File: src/rtl/ide_sector_ctl.sv
// ide_sector_ctl: single-sector (512-byte) ATA PIO READ/WRITE SECTORS sequencer, LBA28 mode.
// Issues one taskfile access at a time to the IDE register engine and moves 256 16-bit words
// between the drive data register and a local sector buffer.
//
// Ports:
//   clk, reset        system clock, asynchronous active-high reset
//   cmd_read/write    single-cycle requests (read wins if both), lba sampled on accept
//   busy, done, err   busy from accept to done; done one-cycle pulse; err sticky until next accept
//   status            last status register value read
//   buf_*             local sector buffer port (buf_rdata valid one cycle after buf_addr changes)
//   ata_*             IDE engine request/response port; ata_addr = {cs[1:0], da[2:0]}
module ide_sector_ctl #(
   parameter int unsigned RECOVER    = 7,
   parameter int unsigned POLL_LIMIT = 65535
) (
   input  logic        clk,
   input  logic        reset,
   input  logic        cmd_read,
   input  logic        cmd_write,
   input  logic [27:0] lba,
   output logic        busy,
   output logic        done,
   output logic        err,
   output logic [7:0]  status,
   output logic [7:0]  buf_addr,
   output logic [15:0] buf_wdata,
   output logic        buf_we,
   input  logic [15:0] buf_rdata,
   output logic        ata_rd,
   output logic        ata_wr,
   output logic [4:0]  ata_addr,
   output logic [15:0] ata_in,
   input  logic [15:0] ata_out,
   input  logic        ata_done
);

   localparam logic [2:0] S_IDLE     = 3'd0;
   localparam logic [2:0] S_SETUP    = 3'd1;
   localparam logic [2:0] S_POLL_DRQ = 3'd2;
   localparam logic [2:0] S_XFER     = 3'd3;
   localparam logic [2:0] S_POLL_END = 3'd4;
   localparam logic [2:0] S_DONE     = 3'd5;
   localparam logic [2:0] S_ERROR    = 3'd6;

   localparam logic [4:0] REG_DATA = 5'h10;
   localparam logic [4:0] REG_CMD  = 5'h17;

   logic [2:0]  state;
   logic [27:0] lba_q;
   logic        dir_wr;
   logic [2:0]  setup_idx;
   logic        pending;     // one engine access outstanding
   logic [15:0] rec_cnt;     // recovery idle cycles still to wait
   logic [15:0] poll_cnt;    // status reads so far in the current poll phase
   logic        adv;         // buf_addr steps in this cycle (after buf_we has been seen)
   logic        settle;      // buf_rdata still catching up with the new buf_addr

   logic        acc_phase;
   logic        acc_ready;
   logic        poll_expired;
   logic        nxt_wr;
   logic [4:0]  nxt_addr;
   logic [15:0] nxt_data;

   // Next engine access for the current phase.
   always_comb begin
      nxt_wr   = 1'b0;
      nxt_addr = REG_CMD;
      nxt_data = 16'h0000;
      case (state)
         S_SETUP: begin
            nxt_wr = 1'b1;
            case (setup_idx)
               3'd0:    begin nxt_addr = 5'h12; nxt_data = 16'h0001;                     end
               3'd1:    begin nxt_addr = 5'h13; nxt_data = {8'h00, lba_q[7:0]};          end
               3'd2:    begin nxt_addr = 5'h14; nxt_data = {8'h00, lba_q[15:8]};         end
               3'd3:    begin nxt_addr = 5'h15; nxt_data = {8'h00, lba_q[23:16]};        end
               3'd4:    begin nxt_addr = 5'h16; nxt_data = {8'h00, 4'hE, lba_q[27:24]};  end
               default: begin nxt_addr = REG_CMD; nxt_data = dir_wr ? 16'h0030 : 16'h0020; end
            endcase
         end
         S_XFER: begin
            nxt_wr   = dir_wr;
            nxt_addr = REG_DATA;
            nxt_data = buf_rdata;
         end
         default: ;
      endcase
   end

   assign acc_phase = (state == S_SETUP) || (state == S_POLL_DRQ) ||
                      (state == S_XFER)  || (state == S_POLL_END);
   assign acc_ready = acc_phase && !pending && (rec_cnt == 16'd0) && !adv && !settle;

   // True when the read completing now is the last one this poll phase may make.
   assign poll_expired = ({1'b0, poll_cnt} + 17'd1) >= 17'(POLL_LIMIT);

   always_ff @(posedge clk or posedge reset) begin
      if (reset) begin
         state     <= S_IDLE;
         lba_q     <= '0;
         dir_wr    <= 1'b0;
         setup_idx <= '0;
         pending   <= 1'b0;
         rec_cnt   <= '0;
         poll_cnt  <= '0;
         adv       <= 1'b0;
         settle    <= 1'b0;
         busy      <= 1'b0;
         done      <= 1'b0;
         err       <= 1'b0;
         status    <= 8'h00;
         buf_addr  <= '0;
         buf_wdata <= '0;
         buf_we    <= 1'b0;
         ata_rd    <= 1'b0;
         ata_wr    <= 1'b0;
         ata_addr  <= 5'h1F;
         ata_in    <= '0;
      end else begin
         ata_rd <= 1'b0;
         ata_wr <= 1'b0;
         done   <= 1'b0;
         buf_we <= 1'b0;
         adv    <= 1'b0;
         settle <= adv;

         // Wraps 255 -> 0 naturally at the end of the data phase.
         if (adv) buf_addr <= buf_addr + 8'd1;
         if (rec_cnt != 16'd0) rec_cnt <= rec_cnt - 16'd1;

         if (acc_ready) begin
            pending  <= 1'b1;
            ata_addr <= nxt_addr;
            ata_in   <= nxt_data;
            ata_wr   <= nxt_wr;
            ata_rd   <= !nxt_wr;
         end

         if (pending && ata_done) begin
            pending <= 1'b0;
            rec_cnt <= 16'(RECOVER);
            case (state)
               S_SETUP: begin
                  if (setup_idx == 3'd5) begin
                     state    <= S_POLL_DRQ;
                     poll_cnt <= '0;
                  end else begin
                     setup_idx <= setup_idx + 3'd1;
                  end
               end
               S_POLL_DRQ: begin
                  status <= ata_out[7:0];
                  // BSY masks every other bit; ERR outranks DRQ.
                  if (!ata_out[7] && ata_out[0])      state <= S_ERROR;
                  else if (!ata_out[7] && ata_out[3]) state <= S_XFER;
                  else if (poll_expired)              state <= S_ERROR;
                  else                                poll_cnt <= poll_cnt + 16'd1;
               end
               S_XFER: begin
                  adv <= 1'b1;
                  if (!dir_wr) begin
                     buf_we    <= 1'b1;
                     buf_wdata <= ata_out;
                  end
                  if (buf_addr == 8'hFF) begin
                     state    <= S_POLL_END;
                     poll_cnt <= '0;
                  end
               end
               S_POLL_END: begin
                  status <= ata_out[7:0];
                  if (!ata_out[7])       state <= ata_out[0] ? S_ERROR : S_DONE;
                  else if (poll_expired) state <= S_ERROR;
                  else                   poll_cnt <= poll_cnt + 16'd1;
               end
               default: ;
            endcase
         end

         case (state)
            S_IDLE: begin
               if (cmd_read || cmd_write) begin
                  lba_q     <= lba;
                  dir_wr    <= cmd_write && !cmd_read;
                  busy      <= 1'b1;
                  err       <= 1'b0;
                  setup_idx <= '0;
                  state     <= S_SETUP;
               end
            end
            S_DONE: begin
               done  <= 1'b1;
               busy  <= 1'b0;
               state <= S_IDLE;
            end
            S_ERROR: begin
               err   <= 1'b1;
               done  <= 1'b1;
               busy  <= 1'b0;
               state <= S_IDLE;
            end
            default: ;
         endcase
      end
   end

endmodule

File: config.mk
export PLATFORM = sky130hd
export DESIGN_NAME = ide_sector_ctl
export DESIGN_NICKNAME = d
export VERILOG_FILES = /design/src/rtl/ide_sector_ctl.sv
export SDC_FILE = /design/constraint.sdc
export NUM_CORES = 1
export LEC_CHECK = 0
export BUFFER_PORTS_ARGS = -buffer_cell sky130_fd_sc_hd__buf_2
export CAP_MARGIN = 15
export CORE_MARGIN = 2
export CORE_UTILIZATION = 28
export DETAILED_ROUTE_END_ITERATION = 8
export GPL_TIMING_DRIVEN = 0
export MAX_ROUTING_LAYER = met4
export SYNTH_ARGS = -nofsm -noshare
export SYNTH_HDL_FRONTEND = slang
export SYNTH_SLANG_ARGS = --single-unit
File: constraint.sdc
create_clock -name clk -period 6.2 [get_ports clk]
set_clock_uncertainty 0.15 [all_clocks]
set_input_delay 0.31 -clock clk [delete_from_list [all_inputs] [get_ports clk]]
set_output_delay 0.31 -clock clk [all_outputs]
set_load 0.005 [all_outputs]
==> flow_summary.yaml <==
grt:
  grt.total_usage_pct: 14.8
  grt_max_degree: 95
  grt_pass1_wl_mm: 26.9
  antenna_found_initial: 2
  grt_pass1_vias: 5198
  grt_overflow: 0
drt:
  drc_errors: 0
  routed_via_density: 4.73
  totalWireLength_mm: 16.2
  firstDrtPassIters: 6
  vias: 5335
  drt_iter0_drc: 387
  antenna_left: 0
  wl_per_cell_um: 14.3
power_and_ir_drop:
  ir_drop_mv: 0.134
  p_leak_nw: 4.00
  p_per_area_nw_per_um2: 295
yosys:
  synthArstFlopShare_pct: 100
  synth_cell_types: 65
  synthCells: 639
  synth_top_area_share_pct: 50.2
  synth-edff-count: 0
  yosys_warnings: 0
  synth.avg_cell_area_um2: 9.67
  netlist_area_um2: 6180
  seq_area_frac_synth_pct: 51.9
  synth_area_leaders: "dfrtp_1 50%, nand2_1 9.1%, mux2_2 4.6%"
  yosysTopAreaCell: "dfrtp_1"
  synth_flop_cell: "dfrtp_1"
  ys_ff_latch: 128
  ys_top_cells_by_count: "149 x nand2_1, 124 x dfrtp_1, 43 x nor2_1, 25 x mux2_2, 21 x o21ai_1"
  synth.most_common_cell: "nand2_1"
  synth_nets: 713
timing:
  relSlewSlack_pct: 33.2
  hold_viol: 0
  fin_crit_ps: 2880
  period_share_pct: 46.5
  worst_slew_pin_slew_ps: 994
  finalSetupViolations: 0
  finalSetupTns_ps: 0
  rsz0062_at_grt: "false"
  drv_slew: 0
  clock.fmax_mhz: 347
clocking:
  clk_latency_ps: 420
  cts_max_path_buffers: 2
  cts-root-buf: "clkbuf_16"
  cts.sinks: 128
  cts_tree: "done"
  numCtsBuffers: 17
  cts-htree-levels: 4
  postCtsSetupBuffers: 0
  clk_pin_slew_ps: 60
floorplan:
  die_h_um: 153
  pin_count: 124
  initial_core_util_pct: 28.4
  std_cell_rows: 54
  die-area_um2: 23300
  die_x_um: 153
  core-area_um2: 21800
final_layout:
  post-route-util_pct: 38.2
  fin_cells: 1128
  syn2layout_area_growth_pct: 34.5
  final_layout_size_suffix_gt1_share_pct: 24.7
  final_nets: 907
run_status:
  outcome: "finished clean"
critical_path:
  cp.arrival_ps: 3030
  worstPathRequired_ps: 6350
  end_kind: "flop"
  worstSetupPathType: "primary input to flop"
  path_max_fanout: 10
  cp-start-kind: "primary input"
place:
  io_buffers: 122
  dp_cells: 1042
  place_hpwl_mm: 11.2
  gp_congestion: 0.912
hold_path:
  min_path_type: "primary input to flop"
flow_run:
  maxCapViolCount: 0
## state kept, by name, indices dropped and copies added (netlist names), 3 cells and up
name,cells
rec_cnt,16
setup_idx,3
ata_in,16
status,8
poll_cnt,16
state,3
buf_addr,8
ata_addr,4
lba_q,28
buf_wdata,16
## cells by family after synthesis
logic type,synth area share [%]
other,0.0607
buffers and inverters,3.30
AO/OA/AOI/OAI,13.3
AND/OR/NAND/NOR,20.9
XOR/XNOR,3.54
multiplexers,5.04
flip-flops,51.9
adder cells (fa/ha/maj),1.82
## what timing repair did
| action | 4_1_cts | 5_1_grt |
|---|---|---|
| gates resized for setup | 0 | 0 |
| hold buffers | 52 | 0 |
| hold endpoints to repair | 88 | 0 |
## layout make-up
class	instances	area, µm²
Antenna cell	2	5.00
Buffer	34	148
Clock buffer	18	429
Clock inverter	14	180
Fill cell	2216	13500
Inverter	15	61.3
Multi-Input combinational cell	462	2770
Sequential cell	128	3210
Tap cell	280	350
Timing Repair Buffer	175	1160
## per-stage QoR
stage / setup slack [ps] / cell area [µm²] / total power, mW / hold WS, ps
finish: 3320 / 8310 / 2.45 / 42.7
global route: 3050 / 8310 / 2.58 / 41.4
CTS: 3180 / 8300 / 2.48 / 19.6
detailed placement: 3280 / 7170 / 1.40 / 178
global placement: 565 / 7140 / 1.39 / 301
floorplan: 2330 / 6180 / 1.27 / 241
## power by group
group / total, mW / switching [mW] / internal [mW]
Sequential: 1.00 / 0.0769 / 0.924
Clock: 1.04 / 0.404 / 0.639
Combinational: 0.409 / 0.228 / 0.181
Total: 2.45 / 0.708 / 1.74
## placed cells by master, fill, tap and decap left out, drive strengths merged, types with 7 or more instances in the layout
cell type / netlist / final
clkbuf: 19 / 37
xor2: 12 / 12
nand3: 17 / 17
dlygate4sd3: 0 / 52
nand4: 10 / 10
inv: 14 / 18
buf: 15 / 138
nand2: 149 / 149
dfrtp: 124 / 124
ha: 9 / 9
o31ai: 7 / 7
o21ai: 40 / 40
nor2: 44 / 44
mux2: 25 / 25
xnor2: 13 / 13
nor2b: 7 / 7
a22oi: 8 / 8
nor3: 20 / 20
a21oi: 18 / 18
## path summary, 6_finish.rpt
path / start / to / slack (ps) / cells after the start
max reg2reg: poll_cnt[0] / poll_cnt[8] / 3370 / 8
min in group asynchronous: reset / buf_addr[3] / 270 / 3
min reg2reg: ata_addr[0] / ata_addr[0] / 310 / 2
max in group asynchronous: reset / poll_cnt[3] / 4830 / 4
max: ata_done / buf_wdata[2] / 3320 / 7
min: buf_rdata[6] / ata_in[6] / 40 / 3
## layer usage
| layer | routed length [µm] | global-route usage, % |
|---|---|---|
| met1 | 7710 | 19.7 |
| met2 | 7700 | 22.6 |
| met5 | 0 | - |
| met3 | 549 | 2.82 |
| met4 | 223 | 5.16 |
## worst max-delay path, cell delays in order
cell and delay, ps:
dlygate4sd3_1 550, buf_2 130, nand2_1 100, buf_1 270
nor4_2 870, buf_2 410, mux2_2 380
Power figures use the tool's default switching activity.
